## src/rtl/wb_soc_ram_pkg.sv

```systemverilog
// wb_soc_ram_pkg: shared types and constants for the Wishbone RAM slave
package wb_soc_ram_pkg;
  localparam int WB_DATA_WIDTH = 32;
  localparam int WB_SEL_WIDTH  = 4;
  typedef enum logic [1:0] {IDLE, RD, WR, ACK} state_t;
endpackage

```

## src/rtl/wb_soc_ram_sel_merge.sv

```systemverilog
// wb_soc_ram_sel_merge: per-byte-lane merge of new write data over the old RAM word
//   i_new    : incoming write data
//   i_old    : current RAM word
//   i_sel    : byte-lane enables, lane k taken from i_new when set
//   o_merged : merged word
module wb_soc_ram_sel_merge
  import wb_soc_ram_pkg::*;
(
  input  logic [WB_DATA_WIDTH-1:0] i_new,
  input  logic [WB_DATA_WIDTH-1:0] i_old,
  input  logic [WB_SEL_WIDTH-1:0]  i_sel,
  output logic [WB_DATA_WIDTH-1:0] o_merged
);
  for (genvar k = 0; k < WB_SEL_WIDTH; k++) begin : g_lane
    assign o_merged[8*k +: 8] = i_sel[k] ? i_new[8*k +: 8] : i_old[8*k +: 8];
  end
endmodule

```

## src/rtl/wb_soc_ram_slave.sv

```systemverilog
// wb_soc_ram_slave: Wishbone classic slave in front of a registered-address single-port RAM
//   wb_clk_i / wb_rst_n_i : clock, asynchronous active-low reset
//   wb_cyc_i, wb_stb_i, wb_we_i, wb_adr_i (byte address), wb_sel_i, wb_dat_i : bus request
//   wb_dat_o, wb_ack_o, wb_err_o : bus response (ack/err one cycle, two edges after accept)
//   ram_addr_o, ram_data_o, ram_we_o, ram_q_i : RAM port; ram_q_i reflects the address of the previous edge
//   Optional macro WB_SOC_RAM_SLAVE_ERR_EN: out-of-range or misaligned addresses answer with err, no RAM write.
//   Writes are read-modify-write so partial byte lanes need only a full-word RAM.
module wb_soc_ram_slave
  import wb_soc_ram_pkg::*;
#(
  parameter int ADDR_WIDTH = 6
) (
  input  logic                     wb_clk_i,
  input  logic                     wb_rst_n_i,
  input  logic                     wb_cyc_i,
  input  logic                     wb_stb_i,
  input  logic                     wb_we_i,
  input  logic [31:0]              wb_adr_i,
  input  logic [WB_SEL_WIDTH-1:0]  wb_sel_i,
  input  logic [WB_DATA_WIDTH-1:0] wb_dat_i,
  output logic [WB_DATA_WIDTH-1:0] wb_dat_o,
  output logic                     wb_ack_o,
  output logic                     wb_err_o,
  output logic [ADDR_WIDTH-1:0]    ram_addr_o,
  output logic [WB_DATA_WIDTH-1:0] ram_data_o,
  output logic                     ram_we_o,
  input  logic [WB_DATA_WIDTH-1:0] ram_q_i
);
  state_t                   r_state;
  logic [ADDR_WIDTH-1:0]    r_adr;
  logic [WB_SEL_WIDTH-1:0]  r_sel;
  logic [WB_DATA_WIDTH-1:0] r_dat;
  logic [WB_DATA_WIDTH-1:0] r_dat_o;
  logic                     r_bad;
  logic                     r_ack;
  logic                     r_err;
  logic                     w_bad;
  logic [WB_DATA_WIDTH-1:0] w_merged;
`ifdef WB_SOC_RAM_SLAVE_ERR_EN
  assign w_bad = (|wb_adr_i[31:ADDR_WIDTH+2]) | (|wb_adr_i[1:0]);
`else
  logic w_unused;
  assign w_bad    = 1'b0;
  assign w_unused = &{1'b0, wb_adr_i[31:ADDR_WIDTH+2], wb_adr_i[1:0]};
`endif
  wb_soc_ram_sel_merge u_merge (
    .i_new    (r_dat),
    .i_old    (ram_q_i),
    .i_sel    (r_sel),
    .o_merged (w_merged)
  );
  // In IDLE the RAM sees the live bus address so read data is ready during RD.
  assign ram_addr_o = (r_state == IDLE) ? wb_adr_i[ADDR_WIDTH+1:2] : r_adr;
  assign ram_data_o = w_merged;
  // A dropped cycle, empty lane mask or rejected address must never reach the RAM.
  assign ram_we_o   = (r_state == WR) && wb_cyc_i && (|r_sel) && !r_bad;
  assign wb_dat_o   = r_dat_o;
  assign wb_ack_o   = r_ack;
  assign wb_err_o   = r_err;
  always_ff @(posedge wb_clk_i or negedge wb_rst_n_i) begin
    if (!wb_rst_n_i) begin
      r_state <= IDLE;
      r_adr   <= '0;
      r_sel   <= '0;
      r_dat   <= '0;
      r_dat_o <= '0;
      r_bad   <= 1'b0;
      r_ack   <= 1'b0;
      r_err   <= 1'b0;
    end else begin
      case (r_state)
        IDLE: begin
          r_ack <= 1'b0;
          r_err <= 1'b0;
          if (wb_cyc_i && wb_stb_i) begin
            r_adr   <= wb_adr_i[ADDR_WIDTH+1:2];
            r_sel   <= wb_sel_i;
            r_dat   <= wb_dat_i;
            r_bad   <= w_bad;
            r_state <= wb_we_i ? WR : RD;
          end
        end
        RD: begin
          if (!wb_cyc_i) r_state <= IDLE;
          else begin
            if (!r_bad) r_dat_o <= ram_q_i;
            r_ack   <= !r_bad;
            r_err   <= r_bad;
            r_state <= ACK;
          end
        end
        WR: begin
          if (!wb_cyc_i) r_state <= IDLE;
          else begin
            r_ack   <= !r_bad;
            r_err   <= r_bad;
            r_state <= ACK;
          end
        end
        ACK: begin
          r_ack   <= 1'b0;
          r_err   <= 1'b0;
          r_state <= IDLE;
        end
        default: r_state <= IDLE;
      endcase
    end
  end
endmodule

```

## config.mk

```make
export PLATFORM = sky130hd
export DESIGN_NAME = wb_soc_ram_slave
export DESIGN_NICKNAME = d
export VERILOG_FILES = /design/src/rtl/wb_soc_ram_pkg.sv /design/src/rtl/wb_soc_ram_sel_merge.sv /design/src/rtl/wb_soc_ram_slave.sv
export SDC_FILE = /design/constraint.sdc
export NUM_CORES = 1
export LEC_CHECK = 0
export BUFFER_PORTS_ARGS = -buffer_cell sky130_fd_sc_hd__clkbuf_2
export CORE_MARGIN = 1.5
export CORE_UTILIZATION = 50
export DETAILED_ROUTE_END_ITERATION = 8
export GPL_TIMING_DRIVEN = 1
export PLACE_DENSITY = 0.86
export SLEW_MARGIN = 25
export SYNTH_ARGS = -nofsm -noshare
export SYNTH_HDL_FRONTEND = slang
export SYNTH_SLANG_ARGS = --single-unit
export TNS_END_PERCENT = 100
```

## constraint.sdc

```tcl
create_clock -name wb_clk_i -period 3.1 [get_ports wb_clk_i]
set_input_delay 0 -clock wb_clk_i [delete_from_list [all_inputs] [get_ports wb_clk_i]]
set_output_delay 0 -clock wb_clk_i [all_outputs]
set_load 0.01 [all_outputs]
```

==> run metrics <==
Max FO, Critical Path=22; Inst Count DP=456; Synth async-reset ratio=1.000; Final setup violation count=0; Fin. Hold Viols=0; Die Y=88.00 µm; critical path class=reg -> reg; antenna violations before repair=0; leading post-synthesis cells by cell area=dfrtp_1 53%, mux2_2 21%, mux2_4 17%, buf_6 2.2%, mux2_1 1.9%; most frequent cells after synthesis=77 x dfrtp_1, 66 x mux2_2, 40 x mux2_4; share of cells above drive strength 1=0.6075; slew margin rel.=0.4385; Crit. End Element=flip-flop; Vias=2719; Mapped Nets=331; first-pass GRT wire length=14520 µm; dpl hpwl=5351 µm; Nets=555; Yosys reg bits=77; Max H-tree Level=3; unique cell type count in the Yosys netlist=23; final core utilization=0.7697; CP required=3320 ps; Placement Rows=30; Slew Viols, Final=0; P per Cell Area=892.1 nW/µm²; Yosys top cell area share=0.5334; VDD IR max=528.9 µV; largest area contributor in the netlist=dfrtp_1; CTS Buf Count=9; Final TNS setup=0 ps; CTS root buffer=clkbuf_8; Syn Inst Count=223; count leader, synth=dfrtp_1; RSZ-0062 raised after global routing=false; Seq/Total Area, Yosys=0.5334; CORE AREA=6907 µm²; min Tclk post-route=2376 ps; Max Freq=0.4208 GHz; area delta synth->final=47.18%; Hold WC Path Type=in -> reg; Via density=4.971; outcome=finished clean; DRT iter0 DRCs=51; Ports=178; mapped cell area=3612 µm²; Clock Pin Slew Worst Setup and Hold Paths=80 ps; Routability Congestion=0.7221; CTS sink cnt=77; worst skew pair latency=330 ps; critical path arrival=2600 ps; non-filler cells, final=547; largest net degree at the start of global routing=78; vias in the first global route=3014; DR pass1 iterations=4; reg2reg path depth=5; mean post-synth cell area=16.20 µm²; grt ovf=0; final wirelength=9283 µm; n_diodes=0; Primary FF master, synth=dfrtp_1; final setup skew=4.121 ps; Port Buffer Count=150; Remaining DRCs=0; number of max-cap violations=0; number of enable flip-flop cells after synthesis=0; Worst-Margin Slew=839.2 ps; starting density of the core=0.5230; WL/cell=16.97 µm; Power, Total=0.004743 W; ANT nets after route=0; startpoint class of the critical path=flip-flop; die width=88.00 µm; fill count=448; clk buf depth=2; hold path depth=3; Die ar.=7743 µm²; setup bufs post-CTS=0; Final Cycle Share=0.7666; Total GRT Usage=0.2484; LEAKAGE=2.686 nW; Ys Warns=0; CTS tree=built
-- registers in the layout, summed over array words and instances, names as in the netlist --
register and count:
r_adr 6, wb_ack_o 1, r_dat 32, r_sel 4, wb_dat_o 32, r_state 2
-- cells in the final DEF, fill, tap and decap left out, drive strengths merged --
master,count
a21bo,1
and2,1
buf,2
bufinv,1
clkbuf,159
clkinv,3
clkinvlp,1
conb,1
dfrtp,77
dlygate4sd3,76
ha,3
inv,3
mux2,112
nand2,2
nand3,1
nand3b,1
nand4,1
nand4b,1
nor2,1
nor4,1
o211ai,1
o21a,1
o311ai,1
-- final timing paths --
path / startpoint / endpoint / slack, ps
setup / recovery: r_state[0]$_DFFE_PN0P_ / r_dat[20]$_DFFE_PN0P_ / 720
hold / removal: wb_stb_i / r_state[1]$_DFFE_PN0P_ / 80
setup reg to reg: r_state[0]$_DFFE_PN0P_ / r_dat[20]$_DFFE_PN0P_ / 720
hold reg to reg: wb_dat_o[17]$_DFFE_PN0P_ / wb_dat_o[17]$_DFFE_PN0P_ / 500
max in group asynchronous: wb_rst_n_i / wb_ack_o$_DFFE_PN0P_ / 2380
min in group asynchronous: wb_rst_n_i / r_dat[26]$_DFFE_PN0P_ / 240
-- kinds of logic (layout without fill, tap and decap cells) --
kind of cell | after synthesis | after routing | share of synthesized area
flops | 77 | 77 | 0.5334
compound gates | 4 | 4 | 0.009354
other cells | 1 | 1 | 0.001038
buf+inv | 17 | 245 | 0.03672
fa+ha+maj | 3 | 3 | 0.01039
mux | 112 | 112 | 0.3907
simple gates | 9 | 9 | 0.01836
-- worst max-delay path, cell delays in order (launching register included) --
cell     delay [ps]
dfrtp_1         390
inv_1           120
ha_1            490
nand3_4         470
buf_4           430
mux2_4          350
-- power breakdown --
group          leakage [nW]  switching (W)  internal (W)
clock network        0.0919       0.000346      0.000364
logic                  1.68       0.000859       0.00127
registers             0.916       0.000389       0.00151
-- per-stage QoR --
step,hold WS (ps),setup slack (ps),cell area (µm²)
2_1_floorplan,-295.6,1751,3612
3_3_place_gp,207.7,816.2,4372
3_5_place_dp,213.0,742.1,4372
4_1_cts,58.24,711.6,5313
5_1_grt,73.84,563.6,5316
6_report,76.79,723.6,5316
-- what timing repair did --
action	4_1_cts	5_1_grt
gates resized for setup	0	0
hold endpoints to repair	152	0
hold buffers	76	0
-- area by class of cell --
class / instances / area (µm²) / area share
Sequential cell: 77 / 1927 / 0.3624
Multi-Input combinational cell: 129 / 1553 / 0.2921
Timing Repair Buffer: 227 / 1525 / 0.2869
Clock buffer: 10 / 127.6 / 0.02401
Tap cell: 96 / 120.1 / 0.02259
Clock inverter: 5 / 52.55 / 0.009885
Inverter: 3 / 11.26 / 0.002118
-- layer usage --
metal	global-route usage	wire length, µm
met1	0.2606	3451
met5	0	0
met2	0.4615	5153
met3	0.08577	551
met4	0.08081	127
Note: power is estimated with default switching activity, not from simulation.
